===== src/rtl/dice_reader_pkg.sv =====
// Shared constants for the dice block and its reader: FSM state encoding
// and the seven-segment patterns shown for each face.
package dice_reader_pkg;

  typedef enum logic [2:0] {
    S_IDLE      = 3'd0,
    S_PULSE     = 3'd1,
    S_WAIT_LOW  = 3'd2,
    S_WAIT_HIGH = 3'd3,
    S_SETTLE    = 3'd4,
    S_REPORT    = 3'd5
  } state_t;

  // Segment patterns, a=bit0 ... g=bit6, active-high.
  localparam logic [6:0] SEG_ONE   = 7'b0000110;
  localparam logic [6:0] SEG_TWO   = 7'b1011011;
  localparam logic [6:0] SEG_THREE = 7'b1001111;
  localparam logic [6:0] SEG_FOUR  = 7'b1100110;
  localparam logic [6:0] SEG_FIVE  = 7'b1101101;
  localparam logic [6:0] SEG_SIX   = 7'b1111100;

  // Display bus value assumed after reset: blank segments, dp set (settled).
  localparam logic [7:0] SEG_IN_RESET = 8'h80;

  localparam int FACES = 6;

endpackage


===== src/rtl/seg_decode.sv =====
// Maps a settled display byte to a die face 1..6. Only a byte with the
// settled flag (bit 7) set and one of the six known patterns is valid.
module seg_decode
  import dice_reader_pkg::*;
(
  input  logic [7:0] SEG,
  output logic [2:0] FACE,
  output logic       VALID
);

  // Pattern lookup; anything unrecognised decodes to face 0, invalid.
  always_comb begin
    FACE  = 3'd0;
    VALID = 1'b0;
    case (SEG[6:0])
      SEG_ONE:   FACE = 3'd1;
      SEG_TWO:   FACE = 3'd2;
      SEG_THREE: FACE = 3'd3;
      SEG_FOUR:  FACE = 3'd4;
      SEG_FIVE:  FACE = 3'd5;
      SEG_SIX:   FACE = 3'd6;
      default:   FACE = 3'd0;
    endcase
    VALID = SEG[7] && (FACE != 3'd0);
    if (!VALID) FACE = 3'd0;
  end

endmodule


===== src/rtl/dice_reader.sv =====
// Dice reader: requests a roll, follows the display through rolling and
// settling, decodes the settled face and keeps a per-face histogram.
//
// Handshake: START is a level request, accepted only while IDLE (never
// queued). ROLL, RESULT_VALID and ERROR are single-cycle strobes with no
// back-pressure; RESULT and the counters are registered and change on the
// same edge that raises RESULT_VALID/ERROR.
module dice_reader
  import dice_reader_pkg::*;
#(
  parameter int SETTLE_CYCLES  = 4,
  parameter int TIMEOUT_CYCLES = 65535,
  parameter int COUNT_W        = 16
) (
  input  logic               CLK,
  input  logic               RST,
  input  logic               START,
  input  logic               CLEAR,
  input  logic [7:0]         SEG_IN,
  output logic               ROLL,
  output logic               BUSY,
  output logic [2:0]         RESULT,
  output logic               RESULT_VALID,
  output logic               ERROR,
  input  logic [2:0]         RD_FACE,
  output logic [COUNT_W-1:0] RD_COUNT,
  output logic [COUNT_W-1:0] TOTAL,
  output logic [7:0]         ERR_COUNT,
  output state_t             STATE_DBG
);

  localparam int               TMR_W    = $clog2(TIMEOUT_CYCLES + 1);
  localparam logic [TMR_W-1:0] TMR_LAST = TMR_W'(TIMEOUT_CYCLES - 1);
  localparam logic [8:0]       SETTLE_N = 9'(SETTLE_CYCLES);

  state_t             state;
  state_t             state_nxt;
  logic [7:0]         seg_q;
  logic [7:0]         ref_q;
  logic [7:0]         settle_cnt;
  logic [TMR_W-1:0]   timer;
  logic               dp;
  logic               in_wait;
  logic               enter_wait;
  logic               tmr_expired;
  logic               wait_timeout;
  logic               seg_same;
  logic               settle_done;
  logic [2:0]         dec_face;
  logic               dec_valid;
  logic               rpt_ok;
  logic               err_evt;
  logic [COUNT_W-1:0] hist_q [FACES];
  logic [COUNT_W-1:0] total_q;
  logic [7:0]         err_cnt_q;
  logic [2:0]         result_q;
  logic               rv_q;
  logic               err_q;

  assign dp          = seg_q[7];
  assign in_wait     = (state == S_WAIT_LOW) || (state == S_WAIT_HIGH);
  // The timer holds the number of completed cycles in the current wait
  // state, so it expires at the end of the TIMEOUT_CYCLES-th cycle.
  assign tmr_expired = (timer == TMR_LAST);
  assign wait_timeout = tmr_expired &&
                        (((state == S_WAIT_LOW) && dp) ||
                         ((state == S_WAIT_HIGH) && !dp));
  assign enter_wait  = ((state_nxt == S_WAIT_LOW) || (state_nxt == S_WAIT_HIGH)) &&
                       (state_nxt != state);
  // The sample taken on entry to SETTLE counts as the first identical one.
  assign seg_same    = (seg_q == ref_q);
  assign settle_done = seg_same && (({1'b0, settle_cnt} + 9'd1) >= SETTLE_N);
  assign rpt_ok      = (state == S_REPORT) && dec_valid;
  assign err_evt     = ((state == S_REPORT) && !dec_valid) || wait_timeout;

  // Decode the pattern that survived the settle window.
  seg_decode u_seg_decode (
    .SEG   (ref_q),
    .FACE  (dec_face),
    .VALID (dec_valid)
  );

  // Single register stage on the display bus; all decisions use seg_q.
  always_ff @(posedge CLK or posedge RST) begin
    if (RST) seg_q <= SEG_IN_RESET;
    else     seg_q <= SEG_IN;
  end

  // FSM state register.
  always_ff @(posedge CLK or posedge RST) begin
    if (RST) state <= S_IDLE;
    else     state <= state_nxt;
  end

  // FSM next-state logic.
  always_comb begin
    state_nxt = state;
    case (state)
      S_IDLE:      if (START) state_nxt = S_PULSE;
      S_PULSE:     state_nxt = S_WAIT_LOW;
      S_WAIT_LOW: begin
        if (!dp)              state_nxt = S_WAIT_HIGH;
        else if (tmr_expired) state_nxt = S_IDLE;
      end
      S_WAIT_HIGH: begin
        if (dp)               state_nxt = S_SETTLE;
        else if (tmr_expired) state_nxt = S_IDLE;
      end
      S_SETTLE: begin
        if (!dp)              state_nxt = S_WAIT_HIGH;
        else if (settle_done) state_nxt = S_REPORT;
      end
      S_REPORT:    state_nxt = S_IDLE;
      default:     state_nxt = S_IDLE;
    endcase
  end

  // FSM outputs decoded from the current state.
  always_comb begin
    ROLL      = (state == S_PULSE);
    BUSY      = (state != S_IDLE);
    STATE_DBG = state;
  end

  // Shared wait timer, restarted on entry to either wait state.
  always_ff @(posedge CLK or posedge RST) begin
    if (RST)                           timer <= '0;
    else if (enter_wait)               timer <= '0;
    else if (in_wait && !tmr_expired)  timer <= timer + TMR_W'(1);
  end

  // Settle tracker: reference byte and its run length.
  always_ff @(posedge CLK or posedge RST) begin
    if (RST) begin
      ref_q      <= SEG_IN_RESET;
      settle_cnt <= '0;
    end else if ((state == S_WAIT_HIGH) && (state_nxt == S_SETTLE)) begin
      ref_q      <= seg_q;
      settle_cnt <= 8'd1;
    end else if (state == S_SETTLE) begin
      if (!seg_same) begin
        ref_q      <= seg_q;
        settle_cnt <= 8'd1;
      end else if (settle_cnt != 8'hFF) begin
        settle_cnt <= settle_cnt + 8'd1;
      end
    end
  end

  // Result register and completion strobes.
  always_ff @(posedge CLK or posedge RST) begin
    if (RST) begin
      result_q <= '0;
      rv_q     <= 1'b0;
      err_q    <= 1'b0;
    end else begin
      rv_q  <= rpt_ok;
      err_q <= err_evt;
      if (rpt_ok)       result_q <= dec_face;
      else if (err_evt) result_q <= '0;
    end
  end

  // Saturating histogram, total and error counters; CLEAR wins over counting.
  always_ff @(posedge CLK or posedge RST) begin
    if (RST) begin
      for (int i = 0; i < FACES; i++) hist_q[i] <= '0;
      total_q   <= '0;
      err_cnt_q <= '0;
    end else if (CLEAR) begin
      for (int i = 0; i < FACES; i++) hist_q[i] <= '0;
      total_q   <= '0;
      err_cnt_q <= '0;
    end else begin
      for (int i = 0; i < FACES; i++) begin
        if (rpt_ok && (dec_face == 3'(i + 1)) && (hist_q[i] != '1))
          hist_q[i] <= hist_q[i] + COUNT_W'(1);
      end
      if (rpt_ok && (total_q != '1))    total_q   <= total_q + COUNT_W'(1);
      if (err_evt && (err_cnt_q != '1)) err_cnt_q <= err_cnt_q + 8'd1;
    end
  end

  // Histogram read port; faces 0 and 7 read as zero.
  always_comb begin
    RD_COUNT = '0;
    for (int i = 0; i < FACES; i++) begin
      if (RD_FACE == 3'(i + 1)) RD_COUNT = hist_q[i];
    end
  end

  assign RESULT       = result_q;
  assign RESULT_VALID = rv_q;
  assign ERROR        = err_q;
  assign TOTAL        = total_q;
  assign ERR_COUNT    = err_cnt_q;

endmodule


===== config.mk =====
export PLATFORM = sky130hd
export DESIGN_NAME = dice_reader
export DESIGN_NICKNAME = d
export VERILOG_FILES = /design/src/rtl/dice_reader_pkg.sv /design/src/rtl/seg_decode.sv /design/src/rtl/dice_reader.sv
export SDC_FILE = /design/constraint.sdc
export NUM_CORES = 1
export LEC_CHECK = 0
export CAP_MARGIN = 20
export CORE_ASPECT_RATIO = 1.1
export CORE_UTILIZATION = 59
export CTS_CLUSTER_DIAMETER = 80
export DETAILED_ROUTE_END_ITERATION = 6
export DONT_BUFFER_PORTS = 1
export PLACE_DENSITY = 0.75
export SETUP_SLACK_MARGIN = 0.02
export SKIP_CTS_REPAIR_TIMING = 1
export SLEW_MARGIN = 30
export SYNTH_ARGS = -nofsm -noshare
export SYNTH_HDL_FRONTEND = slang
export SYNTH_SLANG_ARGS = --single-unit

===== constraint.sdc =====
create_clock -name CLK -period 14.7 [get_ports CLK]
set_input_delay 1.47 -clock CLK [delete_from_list [all_inputs] [get_ports CLK]]
set_output_delay 1.47 -clock CLK [all_outputs]
set_load 0.02 [all_outputs]

==> After elaboration in Yosys (flattened, before gate mapping) <==
Cells that the tools add are included.
{ "totals": {"ff_bits": 168, "elab_cells": 152} }
{ "classes": {"addsub": 11, "n_lt_le_gt_ge": 1, "n_eq_ne": 40, "mux": 37, "reduce_logical": 47} }
{ "op_table": {"columns": ["op", "n"], "rows": [
  ["two-way mux 16 bit", 16],
  ["adder 16 x 1 -> 16 bit (second input constant)", 8],
  ["inequality test 16 bit (second input constant)", 7],
  ["two-way mux 96 bit", 1],
  ["two-way mux 8 bit", 9],
  ["== test 7 bit (second input constant)", 5],
  ["== test 3 bit (second input constant)", 9],
  ["two-way mux 3 bit", 9],
  ["== test 3 x 2 -> 1 bit (second input constant)", 8],
  ["logical AND 1 bit", 24],
  ["nonzero test 2 bit", 11],
  ["case mux 3 bit (6 select lines)", 1],
  ["adder 8 x 1 -> 8 bit (second input constant)", 2],
  ["== test 16 bit (second input constant)", 1],
  ["inequality test 8 bit (second input constant)", 2],
  ["case mux 3 bit (5 select lines)", 1],
  ["adder 8 x 1 -> 9 bit (second input constant)", 1],
  ["== test 3 x 1 -> 1 bit (second input constant)", 3],
  ["greater-or-equal comparator 9 x 3 -> 1 bit (second input constant)", 1],
  ["== test 8 bit", 1],
  ["== test 7 x 3 -> 1 bit (second input constant)", 1],
  ["nonzero test 3 bit", 2],
  ["logical OR 1 bit", 4],
  ["AND reduction 2 bit", 2],
  ["other kinds (5)", 7]
]} }

==> Depth between registers and ports, before layout <==
Gate-level depths: netlist of the first run.
{ "depth": {"word_depth": 10, "depth_mapped": 10, "ltp_nobuf": 9} }

==> Modules after synthesis <==
Synthesis of the first run repeated with hierarchy kept, for this count alone.
{ "hier_totals": {"hier_cells": 1075, "area_unflattened_um2": 9964.6} }
{ "by_module_without_submodules": {"columns": ["mod", "instances", "cells_each", "area_each_um2", "seq_area_each_um2"], "rows": [
  ["dice_reader", 1, 1047, 9743.1, 4206.5],
  ["seg_decode", 1, 28, 221.5, 0.0]
]} }

==> Least setup slack after synthesis of the first run <==
No wires, ideal clock.
{ "synth_path": {"kind": "input -> output", "start": "in RD_FACE[1]", "end": "out RD_COUNT[10]", "arrival_time_ns": 2.898, "required_ns": 13.230, "path_slack_ns": 10.332, "stages": 5, "n_path_buf": 2, "cell_sequence": "clkbuf_1 -> clkbuf_1 -> mux2_2 -> a221oi_1 -> a21oi_1"} }
{ "synth_between": {"elab_chain_cells": 7, "word_cells_on_any_way": 12, "cone_classes": "eq/ne: 6; mux: 6"} }
{ "synth_rtl": {"columns": ["item", "line_no", "rtl"], "rows": [
  ["start: declaration", "dice_reader.sv:25", "input logic [2:0] RD_FACE,"],
  ["== test 3 x 1 -> 1 bit", "dice_reader.sv:188", "if (RD_FACE == 3'(i + 1)) RD_COUNT = hist_q[i];"],
  ["two-way mux 16 bit (5 in series)", "dice_reader.sv:188", null],
  ["two-way mux 16 bit *", "dice_reader.sv:188", null],
  ["end: declaration", "dice_reader.sv:26", "output logic [COUNT_W-1:0] RD_COUNT,"]
]} }
Mark *: on every way between the ends. The rest lies on a longest branch, timed or not.

==> Final worst setup path of the first run <==
{ "layout_path": {"start": "in RD_FACE[1]", "end": "out RD_COUNT[14]"} }
The elaborated chain is that of the path after synthesis.

==> results.ini, run 1 <==
[run_status]
outcome = complete, no violations

[yosys]
synth_ff_type = dfrtp_1
avgSynthCellArea_um2 = 9.22
synth-seq-cells = 168
yosysMostFrequentCell = dfrtp_1
ys_seq_area_share_pct = 43.1
async_reset_ff_share_pct = 100
synth.area.top_cells = dfrtp_1 43%, xor2_1 6.6%, nor2_1 5.4%
synth_cell_types = 71
synth_edf_count = 0
synthCells = 1057
yosysTopAreaCell = dfrtp_1
yosysWarnings = 0
synth_fp_nets = 1084
ys_top_cells_by_count = 166 x dfrtp_1, 140 x nor2_1, 73 x xor2_1, 71 x nand3_1, 69 x a21oi_1
synth_top_cell_area_share_pct = 42.6
syn_area_um2 = 9750

[cts]
htree_num_levels = 4
cts_tree = done
cts_root_buf = clkbuf_16
clkSinkCount = 168
numCtsBuffers = 17
clk_pin_slew_ns = 0.06
clockBufferDepth = 2
clock_latency_ns = 0.43

[die]
die_area_um2 = 17000
start_util_pct = 61.3
chipWidth_um = 125
die_y_um = 137
ios = 65
core-area_um2 = 15900
placementRows = 48

[timing]
setup_tns_ns = 0
max-slew-margin-rel_pct = 33.1
period_share_pct = 29.6
setup_viol = 0
timing.hold.ws_ns = 0.534
hold_viol_final = 0
fmax_ghz = 0.230
fin_skew_ns = 0.0100
min_period_ns = 4.35
slew_viol_final = 0
rsz0062_at_grt = false
tightestPinTransition_ns = 0.996

[power_and_ir_drop]
vdd_drop_max_mv = 0.140
p_leak_nw = 4.29
pwr_density_cell_nw_per_um2 = 109

[global_routing]
grt-ovfl-total = 0
first_global_vias = 7304
grtUsageTotal_pct = 27.4
grt_antenna_before_repair = 0
grt_max_degree = 133
grt_pass1_wl_um = 37100

[routing]
drt_iter0_drc = 751
final_antenna_net_count = 0
drt-pass1-iter-count = 6
routed_wl_um = 22200
viasPerCell = 6.31
via_count = 7775
drt_drc_violations_left = 0
wire_per_inst_um = 18.0

[hold_path]
worstHoldStart = seg_q[1]
hp-class = register to register

[worst_setup_path]
crit_top_cell = a21oi_1
crit_chain = nor2b_2 -> a21oi_1 -> a21oi_1 -> a21oi_1 -> o21ai_0
cp-start-kind = primary input
worstPathArrival_ns = 2.88
required_ns = 13.23
crit_path_max_incr_delay_ns = 0.54
rr_startpoint = STATE_DBG[0]
path_max_fanout = 38
r2r_setup_slack_ns = 11.71
worstSetupPathType = primary input to output pin
end_kind = output pin
crit_start = RD_FACE[1]
critPathSlowestCell = nor2b_2

[place]
dp.final_hpwl_um = 15100
placed_area_um2 = 9780
io_buffers = 0
finalWeightedCongestion = 0.930

[job]
maxCapViolCount = 0

[finish]
num-fill-cells = 1303
antenna_cells = 0
area_growth_pct = 6.36
stdcell_area_um2 = 10400
final_util_pct = 65.2
drive_gt1_share_pct = 8.33
fin_nets = 1047

## cells in the final DEF, fill, tap and decap left out, types with 22 or more instances in the layout
master / count
xor2_1: 73
o21ai_0: 39
nor2_1: 140
dfrtp_1: 166
nand2_1: 51
a21oi_1: 69
and3_1: 30
nor3_1: 22
nand4_1: 43
mux2_2: 23
xnor2_1: 35
nand3_1: 71
## stage by stage
| step | power (mW) | worst slack [ns] | cells |
|---|---|---|---|
| after CTS | 1.14 | 10.36 | 1232 |
| after floorplan | 0.682 | 8.69 | 1057 |
| after detailed placement | 0.701 | 10.36 | 1201 |
| after global routing | 1.19 | 10.26 | 1232 |
| after global placement | 0.695 | 10.04 | 1201 |
| final | 1.14 | 10.35 | 1232 |
## critical path: cells and delay by family
kind / cells / cell delay [ns]
AOI/OAI and AO/OA: 4 / 0.87
and+or+nand+nor: 1 / 0.54
## flip-flops by register name, summed over array words and instances (netlist names)
signal / count
hist_q: 96
TOTAL: 16
timer: 16
ERR_COUNT: 8
ref_q: 8
seg_q: 8
settle_cnt: 8
RESULT: 3
STATE_DBG: 3
ERROR: 1
RESULT_VALID: 1
## worst paths after layout
path,endpoint,cells past startpoint
setup / recovery,RD_COUNT[14],5
hold / removal,ref_q[1],1
setup reg to reg,hist_q[82],6
hold reg to reg,ref_q[1],1
max in group asynchronous,hist_q[23],2
min in group asynchronous,ERR_COUNT[5],1
## layer usage
layer  part of all wire [%]  up-vias  GRT usage (%)
li1                       -     3702              -
met1                     44     3781           36.0
met2                     49      251           45.1
met3                    5.9       41           5.82
met4                    1.6        0           9.84
met5                      0        -              0
## cells by family (layout without fill, tap and decap cells)
kind of cell / after synthesis / after routing / synth area share [%]
AOI/OAI and AO/OA: 171 / 171 / 11.1
xor gates and xnor gates: 108 / 108 / 9.70
adders and majority gates: 12 / 12 / 1.54
buffers and inverters: 76 / 51 / 3.23
DFF: 168 / 168 / 43.1
muxes: 43 / 43 / 4.72
and+or+nand+nor: 479 / 479 / 26.6
## where the power goes
group | switching (mW) | internal (mW)
registers | 0.0550 | 0.485
logic | 0.0900 | 0.0632
clock network | 0.191 | 0.251
## layout make-up
class | count | area, µm² | area share, %
multi-input combinational | 813 | 5240 | 50.5
sequential | 168 | 4210 | 40.6
clock buffer | 18 | 429 | 4.14
tap | 200 | 250 | 2.41
clock inverter | 13 | 150 | 1.45
inverter | 18 | 75.1 | 0.724
timing repair buffer | 2 | 18.8 | 0.181
(Power assumes the default switching activity.)
==> run 2, diff against run 1 <==
==> constraint.sdc (replaced) <==
create_clock -name CLK -period 4.6 [get_ports CLK]
set_input_delay 0.46 -clock CLK [delete_from_list [all_inputs] [get_ports CLK]]
set_output_delay 0.46 -clock CLK [all_outputs]
set_load 0.02 [all_outputs]
==> results.ini, run 2 (synthesis results as in run 1) <==
[routing]
via_count = 7722
wire_per_inst_um = 17.8
drt_drc_violations_left = 0
routed_wl_um = 21900
drt_iter0_drc = 602
viasPerCell = 6.26
drt-pass1-iter-count = 5
final_antenna_net_count = 0

[global_routing]
first_global_vias = 7345
grtUsageTotal_pct = 26.9
grt_pass1_wl_um = 36700
grt_antenna_before_repair = 2
grt_max_degree = 133
grt-ovfl-total = 0

[place]
finalWeightedCongestion = 0.856
io_buffers = 0
dp.final_hpwl_um = 14600
dp.cells = 1200

[run_status]
outcome = complete, no violations

[finish]
final_common_cell = dfrtp_1
final_util_pct = 65.4
area_growth_pct = 6.75
drive_gt1_share_pct = 8.62
max_flop_register = hist_q
layout_common_cells = 166 x dfrtp_1, 140 x nor2_1, 73 x xor2_1, 71 x nand3_1, 69 x a21oi_1
fin_nets = 1046
num-fill-cells = 1266
largest_reg_flops = 96
final_cells = 1234

[hold_path]
hp-class = primary input to register

[cts]
numCtsBuffers = 17
clk_pin_slew_ns = 0.07
clkSinkCount = 168
cts_tree = done
cts_root_buf = clkbuf_16
clockBufferDepth = 2
htree_num_levels = 4
clock_latency_ns = 0.44

[power_and_ir_drop]
power_mw = 3.67
vdd_drop_max_mv = 0.288
p_leak_nw = 4.30
pwr_density_cell_nw_per_um2 = 352

[timing]
period_share_pct = 62.8
setup_tns_ns = 0
tightestPinTransition_ns = 0.976
timing.hold.ws_ns = 0.0231
hold_viol_final = 0
slew_viol_final = 0
fin_skew_ns = 0.0101
rsz0062_at_grt = false
max-slew-margin-rel_pct = 34.5
fmax_ghz = 0.346
setup_viol = 0
min_period_ns = 2.89

[worst_setup_path]
required_ns = 4.92
worstSetupPathType = register to register
crit_chain = and4b_1 -> nand2_1 -> nand4bb_1 -> nor2_1 -> a21oi_1 -> a31o_2
worstPathArrival_ns = 3.21
critPathSlowestCell = dfrtp_1
crit_path_max_incr_delay_ns = 0.72
end_kind = register
cp-start-kind = register
path_max_fanout = 16

[die]
ios = 65
chipWidth_um = 125
die_area_um2 = 17000
start_util_pct = 61.3
core-area_um2 = 15900
die_y_um = 137
placementRows = 48

[job]
maxCapViolCount = 0

-- run 2: cell types whose count changed in the layout (fill, tap and decap cells not counted), moves of 2 or more --
cell,delta
clkbuf_8,+3
clkinvlp_4,+2
diode_2,+2
inv_8,-2
-- run 2: final timing paths --
kind | from | to | slack [ns] | cells after the start
min in group asynchronous | RST | ERR_COUNT[6] | 0.05 | 1
hold reg to reg | seg_q[1] | ref_q[1] | 0.54 | 1
max in group asynchronous | RST | hist_q[34] | 3.38 | 2
setup reg to reg | STATE_DBG[0] | hist_q[82] | 1.71 | 6
hold / removal | SEG_IN[7] | seg_q[7] | 0.02 | 0
setup / recovery | STATE_DBG[0] | hist_q[82] | 1.71 | 6
-- run 2: metrics by stage --
step	cell area (µm²)	setup WS [ns]
finish	10400	1.71
global route	10400	1.56
CTS	10400	1.76
detailed placement	9790	1.77
global placement	9780	1.90
floorplan	9750	2.00
-- run 2: final cells by class --
cell class | count | area, µm² | share of cell area [%]
multi-input combinational | 813 | 5250 | 50.4
clock inverter | 12 | 141 | 1.36
antenna | 2 | 5.00 | 0.0481
sequential | 168 | 4210 | 40.4
tap | 200 | 250 | 2.40
clock buffer | 20 | 467 | 4.48
inverter | 18 | 71.3 | 0.685
timing repair buffer | 1 | 20.0 | 0.192
-- run 2: worst max-delay path, delay by kind of cell, from the launching register on --
family | cells | cell delay [ns]
simple gates | 4 | 1.71
flops | 1 | 0.72
compound gates | 2 | 0.34
-- run 2: layer usage --
metal  track usage (%)  part of all wire, %  wire, µm  vias up
met5                 0                    0         0        -
li1                  -                    -         -     3708
met3              5.32                  5.3      1170       24
met2              44.0                   48     10400      195
met4              7.50                  1.2       271        0
met1              36.7                   46     10100     3795
-- run 2: power by group --
group	internal, mW	switching (mW)	total [mW]
sequential	1.55	0.173	1.72
combinational	0.203	0.286	0.489
clock	0.848	0.607	1.45
total	2.60	1.07	3.67
